**config.mk**
```make
export PLATFORM = sky130hd
export DESIGN_NAME = addsub_pipe
export DESIGN_NICKNAME = d
export VERILOG_FILES = /design/src/rtl/addsub_pkg.sv /design/src/rtl/addsub_seg.sv /design/src/rtl/addsub_pipe.sv
export SDC_FILE = /design/constraint.sdc
export NUM_CORES = 1
export LEC_CHECK = 0
export CORE_ASPECT_RATIO = 0.8
export CORE_MARGIN = 2
export CORE_UTILIZATION = 50
export CTS_BUF_LIST = sky130_fd_sc_hd__clkbuf_8
export DETAILED_ROUTE_END_ITERATION = 10
export GPL_TIMING_DRIVEN = 1
export PLACE_DENSITY = 0.72
export SYNTH_ARGS = -nofsm -noshare
export SYNTH_HDL_FRONTEND = slang
export SYNTH_HIERARCHICAL = 1
export SYNTH_SLANG_ARGS = --single-unit
export TNS_END_PERCENT = 20
```
**constraint.sdc**
```tcl
create_clock -name clk -period 3.4 [get_ports clk]
set_input_delay 0.51 -clock clk [delete_from_list [all_inputs] [get_ports clk]]
set_output_delay 0.51 -clock clk [all_outputs]
set_load 0.01 [all_outputs]
```
**src/rtl/addsub_pkg.sv**
```systemverilog
// Shared defaults and ALU status-flag packing for the pipelined add/subtract unit.
package addsub_pkg;

    localparam int DEF_WIDTH = 32;
    localparam int DEF_SEGS  = 4;
    localparam int DEF_TAG_W = 5;

    localparam int FLAG_CARRY = 0;
    localparam int FLAG_OVF   = 1;
    localparam int FLAG_ZERO  = 2;
    localparam int FLAG_W     = 3;

    function automatic logic [FLAG_W-1:0] pack_flags(input logic cout, input logic ovf, input logic zero);
        logic [FLAG_W-1:0] f;
        f             = '0;
        f[FLAG_CARRY] = cout;
        f[FLAG_OVF]   = ovf;
        f[FLAG_ZERO]  = zero;
        return f;
    endfunction

endpackage

```
**src/rtl/addsub_seg.sv**
```systemverilog
// One carry-chain segment: purely combinational SW-bit adder with carry in/out.
module addsub_seg #(
    parameter int SW = 8
) (
    input  logic [SW-1:0] a,
    input  logic [SW-1:0] b,
    input  logic          cin,
    output logic [SW-1:0] s,
    output logic          cout
);

    assign {cout, s} = {1'b0, a} + {1'b0, b} + {{SW{1'b0}}, cin};

endmodule

```
**src/rtl/addsub_pipe.sv**
```systemverilog
// Pipelined add/subtract: the carry chain is cut into SEGS registered segments,
// one segment resolved per stage, with a single global advance enable for flow control.
module addsub_pipe
    import addsub_pkg::*;
#(
    parameter int WIDTH = DEF_WIDTH,
    parameter int SEGS  = DEF_SEGS,
    parameter int TAG_W = DEF_TAG_W
) (
    input  logic             clk,
    input  logic             rst_n,
    input  logic             in_valid,
    output logic             in_ready,
    input  logic [WIDTH-1:0] in_a,
    input  logic [WIDTH-1:0] in_b,
    input  logic             in_sub,
    input  logic             in_cin,
    input  logic [TAG_W-1:0] in_tag,
    output logic             out_valid,
    input  logic             out_ready,
    output logic [WIDTH-1:0] out_sum,
    output logic             out_cout,
    output logic             out_ovf,
    output logic             out_zero,
    output logic [TAG_W-1:0] out_tag
);

    localparam int SW = WIDTH / SEGS;

    if (WIDTH % SEGS != 0) begin : g_bad_segs
        $error("addsub_pipe: WIDTH must be a multiple of SEGS");
    end

    logic             adv;
    logic [SEGS-1:0]  vld_q, vld_d;
    logic [SEGS-1:0]  carry_q, carry_d;
    logic [WIDTH-1:0] sum_q [SEGS];
    logic [WIDTH-1:0] sum_d [SEGS];
    logic [WIDTH-1:0] a_q   [SEGS];
    logic [WIDTH-1:0] a_d   [SEGS];
    logic [WIDTH-1:0] b_q   [SEGS];
    logic [WIDTH-1:0] b_d   [SEGS];
    logic [TAG_W-1:0] tag_q [SEGS];
    logic [TAG_W-1:0] tag_d [SEGS];
    logic             zero_q, zero_d;
    logic             ovf_q, ovf_d;

    logic [SEGS-1:0]  src_vld, src_cin;
    logic [WIDTH-1:0] src_a   [SEGS];
    logic [WIDTH-1:0] src_b   [SEGS];
    logic [WIDTH-1:0] src_sum [SEGS];
    logic [TAG_W-1:0] src_tag [SEGS];
    logic [SW-1:0]    seg_s   [SEGS];
    logic             seg_c   [SEGS];

    assign adv      = !out_valid || out_ready;
    assign in_ready = adv;

    // Stage 0 sees the input beat with B already inverted for subtract; later stages see their predecessor.
    always_comb begin
        src_vld[0] = in_valid;
        src_a[0]   = in_a;
        src_b[0]   = in_sub ? ~in_b : in_b;
        src_cin[0] = in_sub | in_cin;
        src_sum[0] = '0;
        src_tag[0] = in_tag;
        for (int k = 1; k < SEGS; k++) begin
            src_vld[k] = vld_q[k-1];
            src_a[k]   = a_q[k-1];
            src_b[k]   = b_q[k-1];
            src_cin[k] = carry_q[k-1];
            src_sum[k] = sum_q[k-1];
            src_tag[k] = tag_q[k-1];
        end
    end

    for (genvar g = 0; g < SEGS; g++) begin : g_seg
        addsub_seg #(.SW(SW)) u_seg (
            .a    (src_a[g][g*SW +: SW]),
            .b    (src_b[g][g*SW +: SW]),
            .cin  (src_cin[g]),
            .s    (seg_s[g]),
            .cout (seg_c[g])
        );
    end

    always_comb begin
        vld_d   = vld_q;
        carry_d = carry_q;
        zero_d  = zero_q;
        ovf_d   = ovf_q;
        for (int k = 0; k < SEGS; k++) begin
            sum_d[k] = sum_q[k];
            a_d[k]   = a_q[k];
            b_d[k]   = b_q[k];
            tag_d[k] = tag_q[k];
        end
        if (adv) begin
            for (int k = 0; k < SEGS; k++) begin
                vld_d[k]               = src_vld[k];
                a_d[k]                 = src_a[k];
                b_d[k]                 = src_b[k];
                tag_d[k]               = src_tag[k];
                carry_d[k]             = seg_c[k];
                sum_d[k]               = src_sum[k];
                sum_d[k][k*SW +: SW]   = seg_s[k];
            end
            // Flags ride alongside the final sum so they add no latency.
            zero_d = (sum_d[SEGS-1] == '0);
            ovf_d  = (src_a[SEGS-1][WIDTH-1] == src_b[SEGS-1][WIDTH-1]) &&
                     (sum_d[SEGS-1][WIDTH-1] != src_a[SEGS-1][WIDTH-1]);
        end
    end

    always_ff @(posedge clk or negedge rst_n) begin
        if (!rst_n) begin
            vld_q   <= '0;
            carry_q <= '0;
            zero_q  <= 1'b0;
            ovf_q   <= 1'b0;
            for (int k = 0; k < SEGS; k++) begin
                sum_q[k] <= '0;
                a_q[k]   <= '0;
                b_q[k]   <= '0;
                tag_q[k] <= '0;
            end
        end else begin
            vld_q   <= vld_d;
            carry_q <= carry_d;
            zero_q  <= zero_d;
            ovf_q   <= ovf_d;
            for (int k = 0; k < SEGS; k++) begin
                sum_q[k] <= sum_d[k];
                a_q[k]   <= a_d[k];
                b_q[k]   <= b_d[k];
                tag_q[k] <= tag_d[k];
            end
        end
    end

    assign out_valid = vld_q[SEGS-1];
    assign out_sum   = sum_q[SEGS-1];
    assign out_cout  = carry_q[SEGS-1];
    assign out_ovf   = ovf_q;
    assign out_zero  = zero_q;
    assign out_tag   = tag_q[SEGS-1];

endmodule

```
# == After elaboration in Yosys (flattened, before gate mapping) ==
# Cells that the tools add are included.
# W data, S select, Z words.
# word_totals
register_bits,302
in_bits,75
output_inout_bits,42
elab_cells,35
# op_classes
n_addsub,8
eq_ne,2
n_mux,1
bitwise,2
n_reduce_logical,4
# op_table
op,count
$add A8 B8 Y9,4
$add A9 B1 Y9,4
$logic_not A32 Y1,1
$mux W32,1
$not A32 Y32,1
$eq A1 B1 Y1,1
$logic_and A1 B1 Y1,1
$logic_not A1 Y1,1
$logic_or A1 B1 Y1,1
$ne A1 B1 Y1,1
$or A1 B1 Y1,1

# == Logic depth before layout (Yosys ltp) ==
# Gate-level depths: netlist of the first run.
# logic_depth
depth_word,4
depth_mapped,11
ltp_nobuf,9

# == Cells and area by module ==
# Netlist of the first run, hierarchy kept.
# modules_own_cells
mod,n_inst,cells_per_inst,area_each_um2,seq_area_each_um2
addsub_pipe,1,893,8197.9,5154.9
addsub_seg at g_seg[0].u_seg ...,3,42,331.6,0.0
addsub_seg at g_seg[3].u_seg,1,38,312.8,0.0

# == Least setup slack after synthesis of the first run ==
# OpenSTA, ideal clock, no wires.
# synth_path
path_type,input port to flip-flop
startpoint,input port in_sub
endpoint,register carry_q[0]
arrival_time_ns,2.414
t_required_ns,3.283
setup_slack_ns,0.869
stages,11
path_buffers,2
cell_sequence,buf_2 > buf_4 > or2_1 > fa_1 > fa_1 > a21oi_1 > nor2_1 > nor2_1 > o21ai_0 > nand2_1 > nand2_1
# synth_lines
item,line_no,rtl
from (decl),addsub_pipe.sv:16,"input logic in_sub,"
to (signal assigned),addsub_pipe.sv:129,carry_q <= carry_d;
to (decl),addsub_pipe.sv:36,"logic [SEGS-1:0] carry_q, carry_d;"

==> summary.txt, run 1 <==
CTS
  • H-Tree Depth: 2
  • CTS buffer count: 35
  • Post-CTS Resized: 0
  • Clock root cell: clkbuf_8
  • Clock Sinks: roughly 210
  • Clk slew on worst S/H paths: roughly 0.06 ns
  • CTS tree: built
  • Clock tree buffer depth: 3
  • Worst skew pair latency: 0.50 ns

Finish
  • Diodes inserted: 0
  • Core Util, Final: around 60%
  • Final instance area: roughly 0.011 sq mm
  • Most frequent cells in the layout: nand2_1, dfrtp_1, clkdlybuf4s50_1
  • Ratio of cells with drive above 1 in the final layout: 5.20%
  • Post-synthesis to final-layout area growth: 19.4%
  • Most common cell after layout, fill and taps aside: nand2_1
  • Fin cells: approximately 1500
  • Final net count: ~1300

Pwr
  • PwrDens: about 900 mW/mm^2
  • Lkg Pwr: about 5.7 nW
  • Peak supply drop: 0.433 mV

Logic synthesis
  • #FFs+latches synth: 206
  • Syn_area_per_cell: about 9.0 sq um
  • Fraction of registers with async set/reset: between 90% and 100%
  • Synth Flop Type: dfrtp_1
  • Yosys cell types: 41
  • Post-synth EDFFs: 0
  • Cells after Synth: 1057
  • Sequential-to-total area share from yosys stat: a little over half
  • Syn. warnings: 6
  • Syn nets: around 1200
  • Post-Syn Area: 0.00951 sq mm

Setup path
  • Crit end category: flop
  • Setup crit start kind: flop
  • Max incr delay on CP: 0.49 ns
  • CP top delay family: adder cells
  • Crit path DAT: about 3.1 ns
  • Worst setup path category: reg -> reg
  • CP bufs+invs: 0
  • Most used cell along the critical path: fa_1
  • Worst r2r src: a_q[56]$_DFFE_PN0P_
  • CP required: 3.80 ns
  • Maximum net fanout on the critical path: 3
  • FF-to-FF setup slack: just over 0.7 ns
  • Slowest CP cell: fa_1
  • Crit-path cells: fa_1, fa_1, a21oi_1, nor2b_1, a31oi_1, xnor2_1, nor4_1, nand4_1, o31ai_1
  • CP startpoint: a_q[56]$_DFFE_PN0P_

GRT
  • Overflow after GRT: 0
  • Global-route wire length before repair: approximately 31000 microns
  • Largest net degree at the start of global routing: around 230
  • Initial antenna violation count: 0
  • Total Routing Usage GR: roughly a fifth
  • Vias in the first global route: 6512

Floorplan
  • Die height: 127 microns
  • Die X-Extent: 158 microns
  • Initial core utilization: between 50% and 60%
  • Rows: 45
  • I/O Pins: 117
  • Core ar.: roughly 0.019 sq mm
  • DIE AREA: roughly 0.020 sq mm

Placement
  • Final HPWL DP: 12300 microns
  • Inst Count DP: about 1400
  • Placed Area: approximately 0.011 sq mm
  • Port Buffer Count: 116
  • GPL Wtd Cong: ~0.82

Detailed routing
  • DR iter-0 viols: between 400 and 500
  • Wire length per cell: about 13 microns
  • Vias/cell: 4.83
  • Pre-antenna DRT Iters: 4
  • Via count: about 7000
  • Drc violations: 0
  • Detailed Route WL: between 15000 and 20000 microns
  • Post-DRT Antenna Nets: 0

STA
  • F_max: between 300 and 400 MHz
  • RSZ-0062 raised after global routing: false
  • Setup violators final: 0
  • Final Hold Viols: 0
  • Final Hold Slack: ~0.46 ns
  • Slew @ Worst Pin: about 0.96 ns
  • Final Max Slew Viols: 0
  • Setup_tns: 0 ns
  • Min cycle time layout: 2.69 ns
  • Post-Route Skew: roughly 0.016 ns
  • Final period utilization: between 70 and 80%
  • Slew headroom: between 30% and 40%

Job
  • Max_cap viols: 0

Outcome
  • Status: complete, no violations

Hold path
  • Hold_sp: out_tag[4]$_DFFE_PN0P_
  • Worst min path class: reg -> reg
-- synthesized netlist by cell type, types with 9 or more instances --
| cell type | n | area, sq um |
|---|---|---|
| nand2_1 | 575 | 2160 |
| a21oi_1 | 20 | 100 |
| dfrtp_1 | 206 | 5150 |
| buf_2 | 21 | 105 |
| buf_8 | 9 | 135 |
| nor4_1 | 12 | 75.1 |
| o21ai_1 | 25 | 125 |
| ha_1 | 28 | 350 |
| buf_4 | 13 | 97.6 |
| xor2_1 | 15 | 131 |
| xnor2_1 | 34 | 298 |
-- sequential cells by signal, summed over array words and instances, names as in the netlist --
register,cells
a_q,48
b_q,48
carry_q,4
out_ovf,1
out_sum,32
out_tag,5
out_zero,1
src_sum,48
src_tag,15
vld_q,4
-- cell type report --
cell class,count,area (sq um)
sequential,206,5150
clock buffer,43,592
tap,258,323
clock inverter,19,78.8
timing repair buffer,123,1250
inverter,11,46.3
multi-input combinational,791,3900
fill,1722,7460
-- tightest hold or removal path: stages, from the launching register on --
cell and delay [ns]:
dfrtp_1 0.34, nand2_1 0.05, nand2_1 0.04
-- power by group --
part           internal [mW]  total (mW)  switching (mW)
Sequential              3.53        4.20           0.668
Combinational           1.79        4.03            2.25
Clock                   1.14        2.09           0.952
Total                   6.46        10.3            3.87
-- repair_timing --
action	4_1_cts	5_1_grt
endpoints found under the setup margin	0	0
endpoints found under the hold margin	47	0
setup buffers	0	0
hold buffers	1	0
-- metrics by stage --
stage	setup WS [ns]	power, mW
2_1_floorplan	0.869	7.10
3_5_place_dp	0.671	8.33
4_1_cts	0.707	10.5
5_1_grt	0.483	11.3
3_3_place_gp	0.708	8.17
6_report	0.707	10.3
-- per-layer routing --
layer  global-route usage (%)  up-vias  part of all wire [%]
met5                        0        -                     0
met2                     29.3      134                    45
met4                     5.83        0                   2.2
li1                         -     3578                     -
met3                     3.77       36                   4.6
met1                     28.5     3265                    49
-- cells by family (layout without fill, tap and decap cells) --
kind of cell / Yosys count / after routing / synth area share (%)
AO/OA/AOI/OAI: 79 / 79 / 5.20
XOR/XNOR: 49 / 49 / 4.52
adder cells (fa/ha/maj): 36 / 36 / 5.37
buffers and inverters: 60 / 196 / 4.71
flip-flops: 206 / 206 / 54.2
multiplexers: 3 / 3 / 0.316
AND/OR/NAND/NOR: 624 / 624 / 25.7
-- worst paths after layout --
kind	end	cells after the start
min in group asynchronous	out_tag[2]$_DFFE_PN0P_	2
hold reg to reg	out_tag[4]$_DFFE_PN0P_	2
max in group asynchronous	b_q[94]$_DFFE_PN0P_	3
setup reg to reg	out_zero$_DFFE_PN0P_	9
setup / recovery	out_zero$_DFFE_PN0P_	9
hold / removal	out_tag[4]$_DFFE_PN0P_	2
Power figures use the tool's default switching activity.
==> inputs of run 2 (changes only) <==
==> constraint.sdc (replaced) <==
create_clock -name clk -period 2.6 [get_ports clk]
set_input_delay 0.39 -clock clk [delete_from_list [all_inputs] [get_ports clk]]
set_output_delay 0.39 -clock clk [all_outputs]
set_load 0.01 [all_outputs]
==> summary.txt, run 2 (same netlist as run 1, synthesis figures left out) <==
Outcome
  • Status: complete, no violations

Finish
  • Post-synthesis to final-layout area growth: 21.4%
  • Core Util, Final: 61.4% (+1.0 points)
  • Diodes inserted: 0 (unchanged)
  • Fin cells: 1457 (+0.41%)
  • Final net count: 1290 (+0.86%)
  • Ratio of cells with drive above 1 in the final layout: 6.84% (+1.6 points)
  • # fillers: 1682 (-2.3%)
  • Final instance area: 0.0115 sq mm (+1.7%)
  • Most frequent cells in the layout: nand2_1, dfrtp_1, clkdlybuf4s50_1
  • Most common cell after layout, fill and taps aside: nand2_1

Floorplan
  • Core ar.: 0.0188 sq mm (unchanged)
  • Die height: 127 microns (unchanged)
  • I/O Pins: 117 (unchanged)
  • Initial core utilization: 50.5% (unchanged)
  • DIE AREA: 0.0201 sq mm (unchanged)
  • Die X-Extent: 158 microns (unchanged)
  • Rows: 45 (unchanged)

STA
  • Final period utilization: 97.7% (+18 points)
  • F_max: 394 MHz (+6.0%)
  • Worst setup margin: 0.0602 ns (-0.646 ns)
  • Final Max Slew Viols: 0 (unchanged)
  • Min cycle time layout: 2.54 ns (-0.154 ns)
  • Post-Route Skew: 0.0131 ns (-0.00287 ns)
  • RSZ-0062 raised after global routing: true
  • Final Hold Slack: 0.415 ns (-0.0444 ns)
  • Setup_tns: 0 ns (unchanged)
  • Final Hold Viols: 0 (unchanged)
  • Slew @ Worst Pin: 0.563 ns (-0.395 ns)
  • Setup violators final: 0 (unchanged)
  • Slew headroom: 62.5% (+26 points)

Detailed routing
  • Post-DRT Antenna Nets: 0 (unchanged)
  • Wire length per cell: 12.9 microns (+0.50%)
  • Drc violations: 0 (unchanged)
  • DR iter-0 viols: 477 (-4.4%)
  • Detailed Route WL: 18800 microns (+0.91%)
  • Vias/cell: 4.84 (+0.14%)
  • Pre-antenna DRT Iters: 4 (unchanged)
  • Via count: 7052 (+0.56%)

Placement
  • Place WS: 0.00969 ns (-0.661 ns)
  • Final HPWL DP: 12700 microns (+3.7%)
  • Inst Count DP: 1396 (+0.58%)
  • Placed Area: 0.0108 sq mm (+0.91%)
  • Port Buffer Count: 116 (unchanged)
  • GPL Wtd Cong: 0.816 (-0.62%)

CTS
  • H-Tree Depth: 2 (unchanged)
  • Clock Sinks: 206 (unchanged)
  • Clock tree buffer depth: 3 (unchanged)
  • Worst skew pair latency: 0.50 ns (about the same)
  • CTS buffer count: 35 (unchanged)
  • Clk slew on worst S/H paths: 0.07 ns (about the same)
  • CTS tree: built
  • Clock root cell: clkbuf_8

Setup path
  • CP bufs+invs: 0 (unchanged)
  • Max incr delay on CP: 0.43 ns (-0.06 ns)
  • CP top delay family: adder cells
  • Setup crit start kind: flop
  • CP required: 3.02 ns (-0.78 ns)
  • Worst setup path category: reg -> reg
  • Crit-path cells: fa_2, fa_2, a21oi_2, nor2b_2, a31oi_2, xnor2_1, nor4_2, nand4_1, o31ai_1
  • Crit end category: flop
  • Most used cell along the critical path: fa_2
  • Slowest CP cell: fa_2
  • Maximum net fanout on the critical path: 3 (unchanged)
  • Crit path DAT: 2.95 ns (-0.15 ns)

Pwr
  • Peak supply drop: 0.882 mV (+100%)
  • PwrDens: 1210 mW/mm^2 (+33%)
  • Lkg Pwr: 5.81 nW (+1.0%)
  • PnR Total Power: 13.9 mW (+35%)

GRT
  • Largest net degree at the start of global routing: 131 (-44%)
  • Global-route wire length before repair: 31600 microns (+0.37%)
  • Routing usage on met1: 28.1% (-0.41 points)
  • Grt peak-use layer: met2
  • Met2 Track Usage GR: 29.9% (+0.54 points)
  • Total Routing Usage GR: 19.4% (+0.041 points)
  • Overflow after GRT: 0 (unchanged)
  • Initial antenna violation count: 0 (unchanged)
  • GR Util met3: 3.93% (+0.17 points)
  • Vias in the first global route: 6662 (+2.3%)

Job
  • Max_cap viols: 0 (unchanged)

Hold path
  • Worst min path class: in -> reg
[run 2: cell count changes in the layout (fill, tap and decap cells not counted), sizes merged]
cell / change
buf: +11
clkinv: -2
bufinv: +2
inv: -7
clkinvlp: +1
clkbuf: +1
[run 2: tightest hold or removal path: cells and delay by family]
family	cells	cell delay, ns
buffers and inverters	1	0.40
and+or+nand+nor	2	0.09
[run 2: final cells by class]
class                           instances  area (sq um)  share of cell area, %
Clock buffer                           44           606                   5.25
Clock inverter                         13           110                  0.954
Inverter                               11          46.3                  0.401
Multi-Input combinational cell        791          3930                   34.0
Sequential cell                       206          5150                   44.7
Tap cell                              258           323                   2.80
Timing Repair Buffer                  134          1370                   11.9
[run 2: worst paths after layout]
kind / from / endpoint / slack [ns] / cells past startpoint
max: carry_q[2]$_DFFE_PN0P_ / out_zero$_DFFE_PN0P_ / 0.06 / 9
min: in_a[31] / a_q[127]$_DFFE_PN0P_ / 0.42 / 3
max reg2reg: carry_q[2]$_DFFE_PN0P_ / out_zero$_DFFE_PN0P_ / 0.06 / 9
min reg2reg: vld_q[2]$_DFFE_PN0P_ / vld_q[3]$_DFFE_PN0P_ / 0.46 / 1
max in group asynchronous: rst_n / b_q[92]$_DFFE_PN0P_ / 1.46 / 3
min in group asynchronous: rst_n / out_tag[1]$_DFFE_PN0P_ / 0.43 / 2
[run 2: report_power, final]
| group | internal [mW] | switching (mW) | total (mW) | leakage (nW) |
|---|---|---|---|---|
| Clock | 1.71 | 1.24 | 2.96 | 0.391 |
| Sequential | 4.62 | 0.883 | 5.50 | 2.51 |
| Combinational | 2.47 | 3.01 | 5.47 | 2.91 |
| Total | 8.80 | 5.14 | 13.9 | 5.81 |
[run 2: what timing repair did]
action / CTS / global route
pin swaps: 3 / 8
setup buffers: 0 / 3
resized for setup: 1 / 6
setup endpoints to repair: 1 / 1
hold buffers: 1 / 0
hold endpoints to repair: 60 / 0
[run 2: metal layers]
layer / part of all wire (%) / wire [microns]
met4: 2.1 / 386
met2: 45 / 8430
met3: 4.5 / 840
met1: 49 / 9100
met5: 0 / 0
